### src/rtl/spi_xfer_ctrl.sv
// SPI master transfer sequencer: chip select, divided SCK with CPOL/CPHA,
// MSB-first MOSI shifting, MISO capture and a one-cycle done pulse.
module spi_xfer_ctrl #(
   parameter int unsigned DATA_W = 8
) (
   input  logic              clk,
   input  logic              rst,
   input  logic              start,
   input  logic              abort,
   input  logic [DATA_W-1:0] tx_data,
   input  logic [1:0]        prescaler,
   input  logic              cpol,
   input  logic              cpha,
   input  logic              miso,
   output logic              sck,
   output logic              mosi,
   output logic              ss_n,
   output logic              busy,
   output logic              done,
   output logic [DATA_W-1:0] rx_data
);

   localparam int unsigned EDGES = 2 * DATA_W;
   localparam int unsigned EW    = $clog2(EDGES + 1);

   typedef enum logic [2:0] {
      IDLE,
      SETUP,
      XFER,
      HOLD,
      DONE
   } state_t;

   state_t            state;
   logic [1:0]        half_cnt;
   logic [1:0]        half_max;
   logic [EW-1:0]     edge_cnt;
   logic [DATA_W-1:0] tx_shift;
   logic [DATA_W-1:0] rx_shift;
   logic              pha_q;

   logic half_end_c;
   logic sample_c;
   logic drive_c;

   // edge_cnt holds the number of SCK edges produced so far; edge k is leading when k is odd
   assign half_end_c = (half_cnt == half_max);
   assign sample_c   = (state == XFER) && (half_cnt == 2'd0) && (edge_cnt[0] != pha_q);
   assign drive_c    = pha_q ? ~edge_cnt[0]
                             : (edge_cnt[0] && (edge_cnt != EW'(EDGES - 1)));

   always_ff @(posedge clk) begin
      if (rst) begin
         state    <= IDLE;
         sck      <= 1'b0;
         mosi     <= 1'b0;
         ss_n     <= 1'b1;
         busy     <= 1'b0;
         done     <= 1'b0;
         rx_data  <= '0;
         half_cnt <= 2'd0;
         half_max <= 2'd0;
         edge_cnt <= '0;
         tx_shift <= '0;
         rx_shift <= '0;
         pha_q    <= 1'b0;
      end else begin
         done <= 1'b0;
         case (state)
            IDLE, DONE: begin
               sck <= cpol;
               if (start) begin
                  state    <= SETUP;
                  ss_n     <= 1'b0;
                  busy     <= 1'b1;
                  half_cnt <= 2'd0;
                  half_max <= prescaler;
                  edge_cnt <= '0;
                  pha_q    <= cpha;
                  // cpha=0 presents the MSB before the first (sampling) edge
                  if (!cpha) begin
                     mosi     <= tx_data[DATA_W-1];
                     tx_shift <= {tx_data[DATA_W-2:0], 1'b0};
                  end else begin
                     tx_shift <= tx_data;
                  end
               end else begin
                  state <= IDLE;
                  ss_n  <= 1'b1;
                  busy  <= 1'b0;
               end
            end

            SETUP, XFER, HOLD: begin
               if (abort) begin
                  state    <= IDLE;
                  ss_n     <= 1'b1;
                  busy     <= 1'b0;
                  sck      <= cpol;
                  half_cnt <= 2'd0;
               end else begin
                  if (sample_c) begin
                     rx_shift <= {rx_shift[DATA_W-2:0], miso};
                  end
                  half_cnt <= half_end_c ? 2'd0 : half_cnt + 2'd1;
                  if (half_end_c) begin
                     if (state == HOLD) begin
                        state   <= DONE;
                        ss_n    <= 1'b1;
                        busy    <= 1'b0;
                        done    <= 1'b1;
                        rx_data <= rx_shift;
                     end else if (edge_cnt == EW'(EDGES)) begin
                        state <= HOLD;
                     end else begin
                        state    <= XFER;
                        sck      <= ~sck;
                        edge_cnt <= edge_cnt + EW'(1);
                        if (drive_c) begin
                           mosi     <= tx_shift[DATA_W-1];
                           tx_shift <= {tx_shift[DATA_W-2:0], 1'b0};
                        end
                     end
                  end
               end
            end

            default: begin
               state <= IDLE;
               ss_n  <= 1'b1;
               busy  <= 1'b0;
            end
         endcase
      end
   end

endmodule

### config.mk
export PLATFORM = sky130hd
export DESIGN_NAME = spi_xfer_ctrl
export DESIGN_NICKNAME = d
export VERILOG_FILES = /design/src/rtl/spi_xfer_ctrl.sv
export SDC_FILE = /design/constraint.sdc
export NUM_CORES = 1
export LEC_CHECK = 0
export ABC_AREA = 1
export CAP_MARGIN = 20
export CORE_MARGIN = 1
export CORE_UTILIZATION = 35
export CTS_BUF_LIST = sky130_fd_sc_hd__clkbuf_16
export DETAILED_ROUTE_END_ITERATION = 6
export GPL_TIMING_DRIVEN = 0
export PLACE_DENSITY = 0.54
export RECOVER_POWER = 25
export SETUP_SLACK_MARGIN = 0.15
export SLEW_MARGIN = 25
export SYNTH_ARGS = -nofsm -noshare
export SYNTH_HDL_FRONTEND = slang
export SYNTH_SLANG_ARGS = --single-unit
### constraint.sdc
create_clock -name clk -period 1.65 [get_ports clk]
set_clock_uncertainty 0.15 [all_clocks]
set_input_delay 0.2475 -clock clk [delete_from_list [all_inputs] [get_ports clk]]
set_output_delay 0.2475 -clock clk [all_outputs]
set_load 0.05 [all_outputs]
==> impl_results.md <==
- Status: finished with violations
- Violated checks: setup timing
- Synth-to-Final Area Change: 45.6%
- Top Layer Used: met4
- Syn_nets: 340
- Fin crit share: 106%
- Die Area: 0.00652 sq mm
- Die Wd: 80.8 microns
- Final Hold Vio Count: 0
- Core footprint: 0.00596 sq mm
- Hold_buf cts: 0
- Max-cap viol count: 0
- CP Launch Type: flip-flop
- Worst-Margin Slew: 0.622 ns
- Initial core utilization: 36.5%
- Int Power: 2240 uW
- CP peak stage delay: 0.36 ns
- Clock buffer count from CTS: 5
- Syn avg cell area: 6.81 sq um
- Switching power total: 873 uW
- Clock transition at path regs: 0.06 ns
- Fillers: 619
- Rows: 28
- Peak VDD IR: 0.434 mV
- Dpl hpwl: 3620 microns
- Comb power frac: 22.5%
- Clock power share: 41.3%
- PD cells: 985 mW/mm^2
- Met2 routed WL: 2590 microns
- Initial antenna violation count: 0
- Dpl ws: -0.281 ns
- Post-Synthesis Cells: 319
- Unique cell type count in the Yosys netlist: 27
- Vias: 2096
- Critical Path RT: 1.68 ns
- # IOs: 30
- CTS H-tree lvls: 2
- Layout Utilization: 53.1%
- Drc violations: 0
- Iter 0 DRT Violations: 75
- Height of the die: 80.8 microns
- Fmax: 0.570 GHz
- DRT antenna net count: 0
- Sequential element share of the synthesized area: 38.7%
- # diodes: 0
- CP Capture Type: flip-flop
- Pre-antenna DRT Iters: 4
- Buffers on Ports: 27
- Synthesized area: 0.00217 sq mm
- Worst-path fanout max: 5
- Reg power frac: 36.2%
- Final setup margin: -0.104 ns
- Vias in the first global route: 2067
- Unrepaired setup endpoints after global routing: yes
- Yosys reg bits: 42
- Worst skew pair latency: 0.29 ns
- Final WL: 5670 microns
- Leakage: 0.00139 uW
- Synth warn: 0
- Final net count: 393
- Layout cell share with drive strength beyond 1: 28.7%
- Root Driver: clkbuf_16
- Crit-path slowest cell: dfxtp_4
- Fin crit period: 1.75 ns
- Clock buffer depth: 2
- Worst Hold Class: primary input to flip-flop
- TritonCTS clock tree: yes
- Arrival time of the worst setup path: 1.78 ns
- Count of final max-slew check failures: 0
- Max-slew headroom: 58.5%
- Met3 routed WL: 258 microns
- Switching fraction of total power: 28.0%
- Met1 wire length: 2740 microns
- Vias/cell: 4.68
- Setup-failing EPs final: 9
- Routed wire per std cell: 12.6 microns
- Largest net degree at the start of global routing: 15
- GP Congestion: 0.762
- Clock sinks: 42
- First-pass GRT wire length: 9470 microns
- Overall Global Routing Usage: 18.9%
- Gr ovfl total: 0
- Critical path class: flip-flop to flip-flop
- Critical Path, Cell by Cell: ha_4 > nand2_4 > nor2_2 > ha_2 > nand2_2 > nand3_4 > a21oi_4 > buf_6 > nand3_2 > nand2_1 > nor2_1
-- sequential cells by signal, summed over array words and instances (netlist names) --
register / cells
busy: 1
done: 1
edge_cnt: 5
half_cnt: 2
half_max: 2
mosi: 1
pha_q: 1
rx_data: 8
rx_shift: 8
sck: 1
ss_n: 1
state: 3
tx_shift: 8
-- placed cells by master, fill, tap and decap left out, types with 3 or more instances in the layout --
cell / n
nor2_2: 4
buf_4: 12
nand4_1: 3
ha_4: 3
clkbuf_16: 5
inv_2: 3
dfxtp_1: 35
inv_1: 42
o21ai_0: 22
nand2_1: 68
nand3_4: 3
a21oi_1: 29
buf_6: 8
o21ai_1: 5
buf_2: 3
nand2_4: 7
nand3_2: 6
nand3_1: 7
dfxtp_4: 5
nor2_4: 3
o21ai_2: 8
clkdlybuf4s50_1: 13
clkdlybuf4s15_2: 8
nand2_2: 8
clkbuf_1: 10
nor2_1: 25
-- critical path, delay by kind of cell (launching register included) --
| kind | cells | cell delay [ns] |
|---|---|---|
| adders and majority gates | 2 | 0.33 |
| DFF | 1 | 0.36 |
| buffers and inverters | 1 | 0.16 |
| AOI/OAI and AO/OA | 1 | 0.23 |
| and+or+nand+nor | 7 | 0.41 |
-- power by group through the flow --
stage          registers, uW  clock network (uW)  logic [uW]
2_1_floorplan           1180                   0         361
3_3_place_gp            1150                   0         543
3_5_place_dp            1150                   0         543
4_1_cts                 1130                1300         634
5_1_grt                 1140                1350         774
6_report                1130                1290         700
-- path summary, 6_finish.rpt --
check / startpoint / end / slack [ns] / cells past startpoint
max: edge_cnt[0]$_SDFFE_PP0P_ / tx_shift[1]$_SDFFE_PP0P_ / -0.10 / 11
min: rst / state[0]$_SDFFE_PP0N_ / 0.23 / 2
max reg2reg: edge_cnt[0]$_SDFFE_PP0P_ / tx_shift[1]$_SDFFE_PP0P_ / -0.10 / 11
min reg2reg: rx_shift[7]$_SDFFE_PP0P_ / rx_shift[7]$_SDFFE_PP0P_ / 0.32 / 2
-- through the flow --
step,cells,total power (uW),hold slack (ns),cell area (sq um),TNS (ns)
final,448,3110,0.234,3160,-0.695
after global routing,448,3260,0.234,3160,-2.99
after CTS,444,3060,0.226,3050,-0.937
after detailed placement,421,1690,0.307,2570,-5.02
after global placement,421,1690,0.304,2570,-5.63
after floorplan,319,1540,0.280,2210,0
-- synthesized netlist by cell type --
library cell	instances	share of area (%)
a211oi_1	1	0.35
xor2_1	1	0.40
nor3b_1	1	0.35
a21oi_4	1	0.75
nor2_8	1	0.92
nand2_1	78	13
o21ai_0	34	7.8
buf_2	5	1.2
nand2_2	2	0.58
nor2_2	1	0.29
o211ai_1	2	0.69
nor2_4	2	1.0
clkbuf_1	5	0.86
buf_8	1	0.69
nand4_1	3	0.86
nand2_4	4	2.1
inv_2	1	0.17
a21oi_1	30	6.9
buf_6	2	1.0
inv_1	47	8.1
nor2_1	29	5.0
nor3_1	3	0.69
ha_1	4	2.3
nand3_1	16	3.7
o21ai_1	1	0.23
a21oi_2	2	0.81
dfxtp_1	42	39
-- layout make-up --
type,count,area [sq um],share of cell area (%)
multi-input combinational,216,1300,41.0
sequential,42,862,27.3
timing repair buffer,46,432,13.7
inverter,48,190,6.02
clock buffer,5,125,3.96
tap,75,93.8,2.97
buffer,13,92.6,2.93
clock inverter,3,68.8,2.18
-- cell families (layout without fill, tap and decap cells) --
family                   after synthesis  in the layout  synth area share, %
AO/OA/AOI/OAI                         71             71                 17.6
adder cells (fa/ha/maj)                4              4                 2.30
AND/OR/NAND/NOR                      140            140                 29.0
flip-flops                            42             42                 38.7
buffers and inverters                 61            115                 12.0
XOR/XNOR                               1              1                0.403
-- metal layers --
layer  up-vias  global-route usage, %
li1       1117                      -
met1       932                   23.6
met2        39                   32.3
met3         8                   3.93
met4         0                   5.89
met5         -                      0
-- timing repair --
action	CTS	global route
gates resized for setup	91	31
pin swaps	15	14
buffers inserted	12	4
setup endpoints to repair	45	41
cloned	3	0
Note: power is estimated with default switching activity, not from simulation.
